$ cat config.mk
export PLATFORM = sky130hd
export DESIGN_NAME = ram_read
export DESIGN_NICKNAME = d
export VERILOG_FILES = /design/src/rtl/ram_read.sv
export SDC_FILE = /design/constraint.sdc
export NUM_CORES = 1
export LEC_CHECK = 0
export ABC_AREA = 0
export CORE_UTILIZATION = 46
export CTS_CLUSTER_SIZE = 20
export DETAILED_ROUTE_END_ITERATION = 8
export GPL_TIMING_DRIVEN = 0
export PLACE_DENSITY = 0.78
export REMOVE_ABC_BUFFERS = 1
export SYNTH_ARGS = -nofsm -noshare
export SYNTH_HDL_FRONTEND = slang
export SYNTH_SLANG_ARGS = --single-unit
$ cat constraint.sdc
create_clock -name clk -period 2.15 [get_ports clk]
set_clock_uncertainty 0.1 [all_clocks]
set_input_delay 0.43 -clock clk [delete_from_list [all_inputs] [get_ports clk]]
set_output_delay 0.43 -clock clk [all_outputs]
set_load 0.05 [all_outputs]
$ cat src/rtl/ram_read.sv
// Drains wr_count entries from the shared buffer RAM and emits them one beat at a time on a valid/ready output.
// Latency: 3 edges from start to the first out_valid, then 3 cycles per beat while out_ready stays high.
// Backpressure: out_ready=0 holds out_data/out_valid stable and issues no further RAM reads until the beat is taken.
module ram_read #(
    parameter int DATA_W = 8,
    parameter int ADDR_W = 4
) (
    input  logic              clk,
    input  logic              rst,
    input  logic              start,
    input  logic              abort,
    input  logic [ADDR_W:0]   wr_count,
    output logic              rd_en,
    output logic [ADDR_W-1:0] rd_addr,
    input  logic [DATA_W-1:0] rd_data,
    output logic [DATA_W-1:0] out_data,
    output logic              out_valid,
    input  logic              out_ready,
    output logic              done,
    output logic              underflow,
    output logic [1:0]        state,
    output logic [1:0]        nextstate
);

    // Same 2-bit encoding style as the writer FSM so both can be probed side by side.
    typedef enum logic [1:0] {
        IDLE   = 2'b00,
        FETCH  = 2'b01,
        OUTPUT = 2'b10,
        DONE   = 2'b11
    } state_t;

    state_t cur_st;
    state_t nxt_st;

    // ptr/len are one bit wider than the address so a full buffer (DEPTH entries) is representable.
    logic [ADDR_W:0] ptr;
    logic [ADDR_W:0] len;
    logic [ADDR_W:0] ptr_inc;
    logic            pend;

    logic            start_ok;
    logic            start_empty;
    logic            beat_xfer;
    logic            last_beat;

    assign state     = cur_st;
    assign nextstate = nxt_st;

    assign ptr_inc     = ptr + {{ADDR_W{1'b0}}, 1'b1};
    assign last_beat   = (ptr_inc == len);
    assign start_ok    = (cur_st == IDLE) && start && (wr_count != '0);
    assign start_empty = (cur_st == IDLE) && start && (wr_count == '0);
    // A beat is only taken once the captured data is on the bus; the capture cycle itself ignores out_ready.
    assign beat_xfer   = (cur_st == OUTPUT) && !pend && out_valid && out_ready;

    // Next-state function; abort overrides every other transition.
    always_comb begin
        nxt_st = cur_st;
        case (cur_st)
            IDLE: begin
                if (start_ok) begin
                    nxt_st = FETCH;
                end
            end
            FETCH: begin
                nxt_st = OUTPUT;
            end
            OUTPUT: begin
                if (beat_xfer) begin
                    nxt_st = last_beat ? DONE : FETCH;
                end
            end
            DONE: begin
                nxt_st = IDLE;
            end
            default: begin
                nxt_st = IDLE;
            end
        endcase
        if (abort) begin
            nxt_st = IDLE;
        end
    end

    // State register.
    always_ff @(posedge clk or negedge rst) begin
        if (!rst) begin
            cur_st <= IDLE;
        end else begin
            cur_st <= nxt_st;
        end
    end

    // Drain pointer and frozen length; wr_count is only looked at on the accepting start edge.
    always_ff @(posedge clk or negedge rst) begin
        if (!rst) begin
            ptr <= '0;
            len <= '0;
        end else if (abort) begin
            ptr <= '0;
        end else if (start_ok) begin
            ptr <= '0;
            len <= wr_count;
        end else if (beat_xfer) begin
            ptr <= ptr_inc;
        end
    end

    // pend marks the cycle in which the RAM's registered read data becomes valid.
    always_ff @(posedge clk or negedge rst) begin
        if (!rst) begin
            pend <= 1'b0;
        end else if (abort) begin
            pend <= 1'b0;
        end else if (cur_st == FETCH) begin
            pend <= 1'b1;
        end else if (cur_st == OUTPUT) begin
            pend <= 1'b0;
        end
    end

    // Read strobe is high for exactly the FETCH cycle; the address is set up on entry and then held.
    always_ff @(posedge clk or negedge rst) begin
        if (!rst) begin
            rd_en   <= 1'b0;
            rd_addr <= '0;
        end else begin
            rd_en <= (nxt_st == FETCH);
            if (nxt_st == FETCH) begin
                // Low address bits only: entry DEPTH-1 is the last read, never a wrap back to 0.
                rd_addr <= (cur_st == IDLE) ? '0 : ptr_inc[ADDR_W-1:0];
            end
        end
    end

    // Output beat register: capture on the pend cycle, drop valid on handshake or abort.
    always_ff @(posedge clk or negedge rst) begin
        if (!rst) begin
            out_data  <= '0;
            out_valid <= 1'b0;
        end else if (abort) begin
            out_valid <= 1'b0;
        end else if ((cur_st == OUTPUT) && pend) begin
            out_data  <= rd_data;
            out_valid <= 1'b1;
        end else if (beat_xfer) begin
            out_valid <= 1'b0;
        end
    end

    // Single-cycle status pulses: done for the DONE cycle, underflow for an empty start request.
    always_ff @(posedge clk or negedge rst) begin
        if (!rst) begin
            done      <= 1'b0;
            underflow <= 1'b0;
        end else begin
            done      <= (cur_st == OUTPUT) && (nxt_st == DONE);
            underflow <= start_empty && !abort;
        end
    end

endmodule

Word level (Yosys, flattened, before mapping)
Index checks and enable logic that the tools add are counted.
{"block": "op_classes", "reduce_logical": 19, "bitwise_logic": 1, "n_eq_ne": 6, "n_div": 0, "order_cmp": 0, "muxes": 15, "add_sub_neg": 1, "n_shift": 0, "multipliers": 0}
{"cell": "5-bit two-way mux", "count": 3}
{"cell": "1-bit logical AND", "count": 9}
{"cell": "3-bit nonzero test", "count": 3}
{"cell": "2-bit two-way mux", "count": 4}
{"cell": "2-bit case mux with 4 select lines", "count": 1}
{"cell": "2-bit equality test, second input constant", "count": 3}
{"cell": "1-bit two-way mux", "count": 6}
{"cell": "5-bit by 1-bit adder with 5-bit output, second input constant", "count": 1}
{"cell": "5-bit equality test", "count": 1}
{"cell": "5-bit zero test", "count": 1}
{"cell": "5-bit nonzero test", "count": 1}
{"cell": "2-bit by 1-bit equality test with 1-bit output, second input constant", "count": 2}
{"cell": "4-bit two-way mux", "count": 1}
{"cell": "2-bit AND reduction", "count": 2}
{"cell": "1-bit zero test", "count": 2}
{"cell": "2-bit zero test", "count": 1}
{"cell": "1-bit NOT", "count": 1}
{"block": "totals", "memories": 0, "mem_bits_rw": 0, "reg_bits": 29, "latchBits": 0, "mem_bits_ro": 0}

Longest topological paths before layout
Gate-level depths: netlist of run 1.
{"block": "logic_depth", "ltp_word": 9, "depth_mapped": 7, "ltp_nobuf": 6}

Worst setup path before layout of run 1
Ideal clock, no wire load.
{"block": "synth_timing", "path_kind": "reg2out", "from": "reg ptr[0]", "to": "out nextstate[1]", "path_stages_with_launch": 6, "n_path_buf": 0, "path_slack_ns": -0.900, "required_ns": 1.620, "arrival_time_ns": 2.520, "path_cell_list": "dfrtp_1 -> ha_1 -> xnor2_2 -> xor2_1 -> nand4_2 -> a311oi_1"}
{"block": "synth_between", "elab_chain_len": 6}
{"element": "from (decl)", "line_no": "37", "text": "logic [ADDR_W:0] ptr;"}
{"element": "from (signal assigned)", "line_no": "106", "text": "ptr <= ptr_inc;"}
{"element": "5-bit by 1-bit adder with 5-bit output", "line_no": "50", "text": "assign ptr_inc = ptr + {{ADDR_W{1'b0}}, 1'b1};"}
{"element": "5-bit equality test", "line_no": "51", "text": "assign last_beat = (ptr_inc == len);"}
{"element": "2-bit two-way mux", "line_no": "71", "text": "nxt_st = last_beat ? DONE : FETCH;"}
{"element": "2-bit two-way mux", "line_no": "70", "text": "if (beat_xfer) begin"}
{"element": "2-bit case mux with 4 select lines", "line_no": "60", "text": "case (cur_st)"}
{"element": "2-bit two-way mux", "line_no": "81", "text": "if (abort) begin"}
{"element": "to (decl)", "line_no": "22", "text": "output logic [1:0] nextstate"}
No other way between the ends.

Worst setup path in the final report of run 1
Same ends and word-level chain as after synthesis.

==> reports/qor.csv, run 1 <==
stage,metric,value,unit
finish,stdcell_count,194,
global_routing,grt_use_met2,0.315,
floorplanning,start_util,0.484,
global_routing,use_met3,0.0907,
synth,postSynthCellCount,107,
route,drtPass1Iterations,4,
finish,final_area,0.00196,mm²
cts,clk_path_buf_depth,2,
synth,synth_area_leaders,"dfrtp_1 54%, mux2_2 13%, xnor2_1 3.3%",
cts,cts_tree,built,
synth,synth.distinct_cells,33,
floorplanning,core,0.00276,mm²
synth,synth_edf_count,0,
floorplanning,fp.dieH,55.8,µm
critical_path,endpoint_kind,output port,
synth,synth_top_cell_by_area,dfrtp_1,
power,leakagePower,0.869,nW
critical_path,worstPathCellList,ha_4 > xor2_1 > nor2_1 > nand4_2 > a311oi_2 > buf_6,
timing,setup_violations,2,
timing,period_needed,2.45,ns
synth,ys_seq_elements,29,
power,power,1.56,mW
place,place_hpwl,1810,µm
power,irDropWorstVdd,0.000650,V
synth,synthFlopType,dfrtp_1,
global_routing,first_global_vias,1016,
route,drtAntennaViolNets,0,
floorplanning,ios,38,
place,pre_cts_slack,-1.05,ns
critical_path,slowest_stage,dfrtp_1,
global_routing,top_usage_layer,met2,
global_routing,antenna_found_initial,0,
global_routing,grt-ovfl-total,0,
floorplanning,rows,19,
critical_path,reg2reg_depth,7,
timing,finalHoldViolations,16,
timing,worstMarginPinSlew,0.613,ns
place,placed_area,0.00172,mm²
outcome,violations,"hold timing, setup timing",
hold_path,hold_class,primary input to asynchronous set/reset pin,
global_routing,track_usage,0.196,
floorplanning,chipWidth,55.8,µm
cts,clkTransAtPathRegs,0.10,ns
timing,slew_headroom,0.592,
synth,yosysWarnings,0,
flow_run,maxCapViolations,0,
critical_path,max_stage_delay,0.42,ns
power,power.density,797,mW/mm²
synth,syn-cell-area,0.00133,mm²
critical_path,crit_fanout,3,
global_routing,met1_usage,0.230,
critical_path,start_kind,register,
route,drtIter0Drc,18,
synth,synth-async-reset-ratio,1.00,
critical_path,arrival,1.92,ns
route,wire_per_inst,14.1,µm
critical_path,path_class,register to output port,
timing,fmax,407,MHz
floorplanning,die_area,0.00312,mm²
outcome,outcome,finished with violations,
place,gp_congestion,0.795,
global_routing,grt_pass1_wl,4600,µm
timing,period_share,1.14,
cts,htree_num_levels,2,
global_routing,grt_max_degree,30,
timing,slew_violations,0,
cts,hold_buffers,0,
synth,yosysSeqAreaShare,0.544,
cts,clock_latency,0.34,ns
critical_path,crit_family,flip-flops,
route,drt_wl_total,2750,µm
critical_path,required,1.62,ns
place,portBuffers,37,
critical_path,cp.depth,6,
finish,area_growth,47.3,%
place,place_inst,171,
finish,antenna_cells,0,
critical_path,worst-path-buf-inv,1,
route,via_per_inst,5.23,
timing,hold_ws,-0.0179,ns
route,drc,0,
timing,setup_ws,-0.304,ns
synth,synth_top_area_frac,0.544,
cts,clkSinkCount,29,
finish,drive_gt1_frac,0.350,
synth,synth_area_per_cell,12.5,µm²
finish,nNetsFinal,181,
route,vias,1014,
cts,numCtsBuffers,5,
cts,cts-root-buf,clkbuf_4,
timing,rsz0062_at_grt,true,
==> where the power goes <==
part           total, mW  internal, mW  switching [mW]
Clock              0.382         0.189           0.193
Sequential         0.666         0.621          0.0448
Combinational      0.517         0.219           0.297
==> cell usage in the layout, fill, tap and decap left out, drive strengths merged, types with 3 or more instances in the layout <==
cell / instances
mux2i: 3
nor2: 8
xnor2: 6
clkbuf: 7
mux2: 15
buf: 18
dfrtp: 29
a21oi: 4
nand2: 10
xor2: 3
dlygate4sd2: 3
clkdlybuf4s50: 31
a22o: 3
==> layer usage <==
metal,up-vias,share of wire
met4,0,0.013
met1,496,0.43
met2,35,0.49
met5,-,0
met3,6,0.072
li1,477,-
==> worst paths after layout <==
path                             startpoint      endpoint  slack (ns)
worst min-delay path                    rst   out_data[2]       -0.02
worst min register to register  out_data[5]   out_data[5]        0.41
max in group asynchronous               rst      state[1]        1.53
min in group clk                out_data[5]   out_data[5]        0.41
worst max-delay path                 ptr[0]  nextstate[1]       -0.30
worst max register to register       ptr[0]    rd_addr[3]        0.15
==> synthesized netlist by cell type (2+ instances only) <==
library cell	count
inv_1	2
xnor2_1	5
nor2_1	7
nor2b_1	2
dfrtp_1	29
nand2_1	10
mux2i_1	3
a22o_1	3
nand3_1	2
xor2_1	3
a21oi_1	4
mux2_2	15
nand2b_1	2
==> what timing repair did <==
item | 4_1_cts | 5_1_grt
hold endpoints to repair | 0 | 0
resized for setup | 31 | 2
setup endpoints to repair | 4 | 3
setup buffers | 12 | 3
pin swaps | 9 | 9
==> registers in the layout, indices dropped and copies added (netlist names) <==
register   count
len            5
pend           1
rd_addr        4
underflow      1
rd_en          1
state          2
done           1
out_data       8
ptr            5
out_valid      1
==> layout make-up <==
type | instances | area, µm²
Sequential cell | 29 | 728
Tap cell | 31 | 38.8
Clock inverter | 1 | 5.00
Inverter | 2 | 7.51
Timing Repair Buffer | 52 | 480
Multi-Input combinational cell | 72 | 639
Fill cell | 207 | 793
Clock buffer | 7 | 65.1
==> through the flow <==
step	util	TNS [ns]
2_1_floorplan	-	-1.82
6_report	0.712	-0.348
3_3_place_gp	0.623	-2.80
3_5_place_dp	0.623	-3.25
5_1_grt	0.712	-0.502
4_1_cts	0.704	-0.379
==> logic make-up (layout without fill, tap and decap cells) <==
group           after synthesis  after routing  synth area share
simple gates                 31             31             0.124
buf+inv                       6             62            0.0244
xor+xnor                     10             10            0.0826
flops                        29             29             0.544
mux                          18             18             0.149
fa+ha+maj                     1              1           0.00938
compound gates               12             12            0.0666
Note: power is estimated with default switching activity, not from simulation.
==> run 2: changes to the inputs <==
--- a/config.mk
+++ b/config.mk
@@ -5,8 +5,8 @@
 export SDC_FILE = /design/constraint.sdc
 export NUM_CORES = 1
 export LEC_CHECK = 0
-export ABC_AREA = 0
-export CORE_UTILIZATION = 46
+export ABC_AREA = 1
+export CORE_UTILIZATION = 47
 export CTS_CLUSTER_SIZE = 20
 export DETAILED_ROUTE_END_ITERATION = 8
 export GPL_TIMING_DRIVEN = 0
==> reports/qor.csv, run 2 <==
stage,metric,value,unit,change
finish,top_regs,"out_data: 8 flops, len: 5 flops, ptr: 5 flops",,
synth,synth_area_leaders,"dfrtp_1 53%, nand2_1 7.6%, mux2_1 6.5%",,
synth,ys_seq_elements,29,,unchanged
finish,fillers,215,,+3.9%
finish,drive_gt1_frac,0.235,,-0.115
power,irDropWorstVdd,0.000702,V,+7.9%
synth,synthFlopType,dfrtp_1,,
timing,period_share,1.10,,-0.0387
finish,multiInputGateArea,644,µm²,+0.78%
floorplanning,die_area,0.00316,mm²,+1.2%
floorplanning,ios,38,,unchanged
power,power.density,745,mW/mm²,-6.5%
synth,synthTopCellsByCount,"29 x dfrtp_1, 28 x nand2_1, 17 x inv_1, 11 x nor2_1, 10 x nand3_1",,
power,leakagePower,0.956,nW,+10%
synth,synth_edf_count,0,,unchanged
synth,yosys.area_share.simple,0.251,,+0.127
finish,area.sequential,729,µm²,+0.17%
finish,nNetsFinal,218,,+20%
cts,htree_num_levels,2,,unchanged
timing,fmax,422,MHz,+3.5%
cts,clkSinkCount,29,,unchanged
critical_path,endpoint_kind,output port,,
timing,setup_violations,2,,unchanged
place,place_inst,214,,+25%
cts,cts-root-buf,clkbuf_4,,
synth,synth_mux_area_frac,0.0653,,-0.0839
synth,synth_fa_ha_area_frac,0.00907,,-0.000315
floorplanning,rows,19,,unchanged
route,via_per_inst,5.45,,+4.3%
timing,slew_headroom,0.557,,-0.0344
critical_path,r2r_start,ptr[1],,
finish,final_common_cell,clkdlybuf4s50_1,,
critical_path,start_kind,register,,
finish,top_register,out_data,,
synth,synth_top_area_frac,0.526,,-0.0183
timing,slew_violations,0,,unchanged
route,drc,0,,unchanged
cts,clock_latency,0.32,ns,-0.02 ns
place,placed_area,0.00177,mm²,+2.9%
cts,hold_buffers,0,,unchanged
timing,hold_ws,0.0163,ns,+0.0343 ns
global_routing,grt_max_degree,30,,unchanged
route,wire_per_inst,14.2,µm,+0.41%
floorplanning,chipWidth,56.2,µm,+0.61%
place,pre_cts_slack,-1.14,ns,-0.0927 ns
global_routing,grt-ovfl-total,0,,unchanged
route,drtPass1Iterations,4,,unchanged
critical_path,required,1.62,ns,about the same
finish,largest_reg_flops,8,,unchanged
global_routing,grt_pass1_wl,5550,µm,+21%
global_routing,antenna_found_initial,0,,unchanged
timing,finalHoldViolations,0,,-16
route,drt_wl_total,3280,µm,+20%
synth,synth_area_per_cell,9.26,µm²,-26%
synth,syn-cell-area,0.00138,mm²,+3.5%
place,portBuffers,37,,unchanged
hold_path,hold_class,primary input to asynchronous set/reset pin,,
outcome,outcome,finished with violations,,
global_routing,first_global_vias,1234,,+21%
finish,final_cell_mix,"32 x clkdlybuf4s50_1, 26 x dfrtp_1, 25 x nand2_1",,
synth,synth_top_cell_by_area,dfrtp_1,,
route,vias,1259,,+24%
floorplanning,fp.dieH,56.2,µm,+0.61%
place,gp_congestion,0.844,,+6.1%
global_routing,track_usage,0.229,,+0.0334
floorplanning,core,0.00276,mm²,unchanged
cts,cts_tree,built,,
flow_run,maxCapViolations,0,,unchanged
timing,period_needed,2.37,ns,-0.0832 ns
synth,synth-async-reset-ratio,1.00,,unchanged
synth,synth_top_family_by_area,simple AND/OR/NAND/NOR gates,,
critical_path,arrival,1.84,ns,-0.08 ns
critical_path,crit_fanout,2,,-1
synth,synth_xor_area_frac,0.0190,,-0.0635
cts,numCtsBuffers,5,,unchanged
outcome,violations,setup timing,,
power,power,1.49,mW,-4.8%
synth,yosysSeqAreaShare,0.526,,-0.0183
critical_path,crit_start,ptr[1],,
timing,setup_ws,-0.221,ns,+0.0832 ns
timing,rsz0062_at_grt,true,,
route,drtIter0Drc,42,,+24
synth,yosysWarnings,0,,unchanged
finish,final_area,0.00200,mm²,+1.8%
floorplanning,start_util,0.500,,+0.0168
finish,area_growth,45.0,%,
timing,worstMarginPinSlew,0.657,ns,+0.0446 ns
finish,stdcell_count,231,,+19%
synth,post-synth-top-count-cell,dfrtp_1,,
critical_path,path_class,register to output port,,
route,drtAntennaViolNets,0,,unchanged
synth,synth_compound_area_frac,0.0626,,-0.00405
cts,clk_path_buf_depth,2,,unchanged
cts,clkTransAtPathRegs,0.09,ns,about the same
finish,antenna_cells,0,,unchanged
synth,synth.distinct_cells,25,,-24%
synth,postSynthCellCount,149,,+39%
place,place_hpwl,2350,µm,+30%
run 2: path summary, 6_finish.rpt:
check	end	slack (ns)	cells past startpoint
max	nextstate[1]	-0.22	12
min	ptr[1]	0.02	1
max reg2reg	rd_addr[1]	0.31	14
min reg2reg	rd_addr[0]	0.38	2
max in group asynchronous	state[1]	1.49	1
min in group clk	rd_addr[0]	0.38	2
run 2: timing repair:
| action | 4_1_cts | 5_1_grt |
|---|---|---|
| pin swaps | 9 | 5 |
| resized for setup | 34 | 5 |
| endpoints found under the setup margin | 3 | 2 |
| cloned | 0 | 0 |
| buffers inserted | 8 | 1 |
run 2: cell families after synthesis:
group	Yosys count
muxes	8
xor gates and xnor gates	3
DFF	29
buffers and inverters	22
and+or+nand+nor	70
adders and majority gates	1
AOI/OAI and AO/OA	16
run 2: worst max-delay path, stage by stage (launching register included):
cell,delay [ns]
dfrtp_1,0.43
ha_4,0.30
inv_4,0.03
nand2_2,0.05
nand2_2,0.04
nor2_1,0.08
nand2_1,0.05
nor2_1,0.10
nand2_1,0.08
nand2_2,0.09
nand2_4,0.06
nand2_4,0.06
buf_8,0.15
run 2: power by group:
group          switching, mW  internal [mW]
Clock                  0.181          0.189
Sequential            0.0379          0.610
Combinational          0.296          0.176
Total                  0.515          0.976
run 2: final cells by class:
class                      count  share of cell area
clock buffer                   7              0.0325
clock inverter                 1             0.00250
inverter                      19              0.0369
multi-input combinational     98               0.322
sequential                    29               0.365
tap                           31              0.0194
timing repair buffer          46               0.222
run 2: per-stage QoR:
stage	setup TNS [ns]	utilization
after floorplan	-0.0808	-
after global placement	-2.45	0.641
after detailed placement	-2.98	0.641
after CTS	-0.246	0.718
after global routing	-0.362	0.725
final	-0.232	0.725
run 2: metal layers:
| metal | track usage | wire [µm] | up-vias | part of all wire |
|---|---|---|---|---|
| met3 | 0.0535 | 136 | 7 | 0.041 |
| met5 | 0 | 0 | - | 0 |
| met1 | 0.256 | 1240 | 622 | 0.38 |
| met2 | 0.422 | 1850 | 38 | 0.56 |
| li1 | - | - | 592 | - |
| met4 | 0.0801 | 58 | 0 | 0.018 |
==> run 3: changes to the inputs <==
--- a/config.mk
+++ b/config.mk
@@ -6,11 +6,13 @@
 export NUM_CORES = 1
 export LEC_CHECK = 0
 export ABC_AREA = 1
-export CORE_UTILIZATION = 47
-export CTS_CLUSTER_SIZE = 20
+export ABC_CLOCK_PERIOD_IN_PS = 2150
+export CORE_UTILIZATION = 58
+export CTS_CLUSTER_SIZE = 14
 export DETAILED_ROUTE_END_ITERATION = 8
+export DONT_BUFFER_PORTS = 1
 export GPL_TIMING_DRIVEN = 0
-export PLACE_DENSITY = 0.78
+export PLACE_DENSITY = 0.74
 export REMOVE_ABC_BUFFERS = 1
 export SYNTH_ARGS = -nofsm -noshare
 export SYNTH_HDL_FRONTEND = slang
==> reports/qor.csv, run 3 (synthesis results as in run 2) <==
stage,metric,value,unit,change
outcome,outcome,finished with violations,,
outcome,violations,setup timing,,
timing,finalHoldViolations,0,,unchanged
global_routing,antenna_found_initial,0,,unchanged
place,gp_congestion,0.788,,-6.7%
route,drtPass1Iterations,4,,unchanged
cts,htree_num_levels,2,,unchanged
floorplanning,chipWidth,50.8,µm,-9.6%
route,drt_wl_total,2940,µm,-10%
finish,largest_reg_flops,8,,unchanged
cts,clk_path_buf_depth,2,,unchanged
hold_path,hold_class,primary input to register,,
global_routing,grt-ovfl-total,0,,unchanged
timing,slew_headroom,0.610,,+0.0526
finish,nNetsFinal,181,,-17%
finish,final_common_cell,nand2_1,,
global_routing,first_global_vias,1061,,-14%
route,drtAntennaViolNets,0,,unchanged
flow_run,maxCapViolations,0,,unchanged
floorplanning,rows,17,,-2
power,irDropWorstVdd,0.000799,V,+14%
power,leakagePower,0.797,nW,-17%
critical_path,arrival,1.78,ns,-0.06 ns
cts,cts-root-buf,clkbuf_4,,
finish,area.sequential,732,µm²,+0.34%
finish,area_growth,18.1,%,
critical_path,path_class,register to output port,,
global_routing,met1_usage,0.313,,+0.0565
global_routing,grt_max_degree,30,,unchanged
finish,top_regs,"out_data: 8 flops, len: 5 flops, ptr: 5 flops",,
finish,final_cell_mix,"27 x nand2_1, 24 x dfrtp_1, 16 x inv_1",,
floorplanning,fp.dieH,50.8,µm,-9.6%
critical_path,required,1.62,ns,about the same
route,drtIter0Drc,36,,-14%
timing,setup_violations,2,,unchanged
cts,clock_latency,0.34,ns,+0.02 ns
finish,fillers,172,,-20%
cts,numCtsBuffers,5,,unchanged
timing,fmax,433,MHz,+2.6%
critical_path,start_kind,register,,
cts,clkTransAtPathRegs,0.09,ns,about the same
timing,period_share,1.08,,-0.0275
global_routing,grt_use_met2,0.409,,-0.0129
floorplanning,core,0.00223,mm²,-19%
floorplanning,die_area,0.00258,mm²,-18%
global_routing,top_usage_layer,met2,,
timing,worstMarginPinSlew,0.579,ns,-0.0780 ns
timing,fin_tns_setup,-0.254,ns,-0.0223 ns
place,portBuffers,0,,-100%
power,power,1.36,mW,-8.4%
route,vias,1117,,-11%
finish,final_area,0.00163,mm²,-19%
finish,multiInputGateArea,637,µm²,-1.2%
timing,setup_ws,-0.162,ns,+0.0592 ns
global_routing,use_met3,0.0970,,+0.0435
place,place_hpwl,1910,µm,-19%
route,via_per_inst,5.85,,+7.3%
critical_path,worstPathCellList,ha_4 > inv_4 > nand2_1 > nand2_1 > nor2_1 > nand2_1 > nor2_1 > nand2_1 > nand2_2 > nand2_4 > nand2_8,,
cts,cts_tree,built,,
power,power.density,837,mW/mm²,+12%
critical_path,endpoint_kind,output port,,
critical_path,cp_common_cell,nand2_1,,
finish,drive_gt1_frac,0.239,,+0.00426
route,wire_per_inst,15.4,µm,+8.3%
place,placed_area,0.00139,mm²,-21%
critical_path,slowest_stage,dfrtp_1,,
global_routing,track_usage,0.258,,+0.0289
critical_path,max_stage_delay,0.43,ns,about the same
critical_path,crit_fanout,2,,unchanged
finish,finish.utilization,0.730,,+0.00447
global_routing,grt_pass1_wl,4710,µm,-15%
floorplanning,start_util,0.618,,+0.117
route,drc,0,,unchanged
timing,period_needed,2.31,ns,-0.0592 ns
place,pre_cts_slack,-0.299,ns,+0.839 ns
floorplanning,ios,38,,unchanged
timing,rsz0062_at_grt,true,,
finish,top_register,out_data,,
cts,clkSinkCount,29,,unchanged
finish,antenna_cells,0,,unchanged
timing,slew_violations,0,,unchanged
==> run 3: worst paths after layout <==
path                        start  cells after the start      endpoint  slack, ns
hold reg to reg            len[0]                      2        len[0]       0.43
setup / recovery           ptr[1]                     11  nextstate[1]      -0.16
hold / removal              abort                      1          pend       0.06
max in group asynchronous     rst                      2     out_valid       1.34
min in group asynchronous     rst                      2   out_data[2]       0.44
setup reg to reg           ptr[1]                     14    rd_addr[2]       0.16
==> run 3: final cells by class <==
type / count / share of cell area
timing repair buffer: 9 / 0.0507
multi-input combinational: 98 / 0.391
clock inverter: 1 / 0.00307
sequential: 29 / 0.449
inverter: 19 / 0.0453
tap: 28 / 0.0215
clock buffer: 7 / 0.0399
==> run 3: what timing repair did <==
item,in CTS,in global routing
gates resized for setup,18,2
setup buffers,4,3
endpoints found under the hold margin,29,0
pin swaps,9,7
hold buffers,2,0
gates cloned,0,0
setup endpoints to repair,9,3
==> run 3: where the power goes <==
group	internal, mW	leakage (nW)	switching [mW]	total [mW]
logic	0.0739	0.379	0.109	0.183
registers	0.607	0.376	0.198	0.806
clock network	0.189	0.0413	0.187	0.376
==> run 3: per-layer routing <==
metal  share of wire  routed length (µm)
met1            0.41                1210
met2            0.49                1440
met3           0.079                 232
met4           0.019                  55
met5               0                   0
==> run 3: metrics by stage <==
step                      hold slack, ns  instances
after floorplan                   0.0344        146
after CTS                         0.0492        188
after global placement            0.0349        174
after global routing              0.0430        191
after detailed placement          0.0350        174
final                             0.0563        191
==> run 3: worst max-delay path: cells and delay by family, from the launching register on <==
| kind | cells | cell delay (ns) |
|---|---|---|
| AND/OR/NAND/NOR | 9 | 0.68 |
| adder cells (fa/ha/maj) | 1 | 0.30 |
| buffers and inverters | 1 | 0.03 |
| flip-flops | 1 | 0.43 |
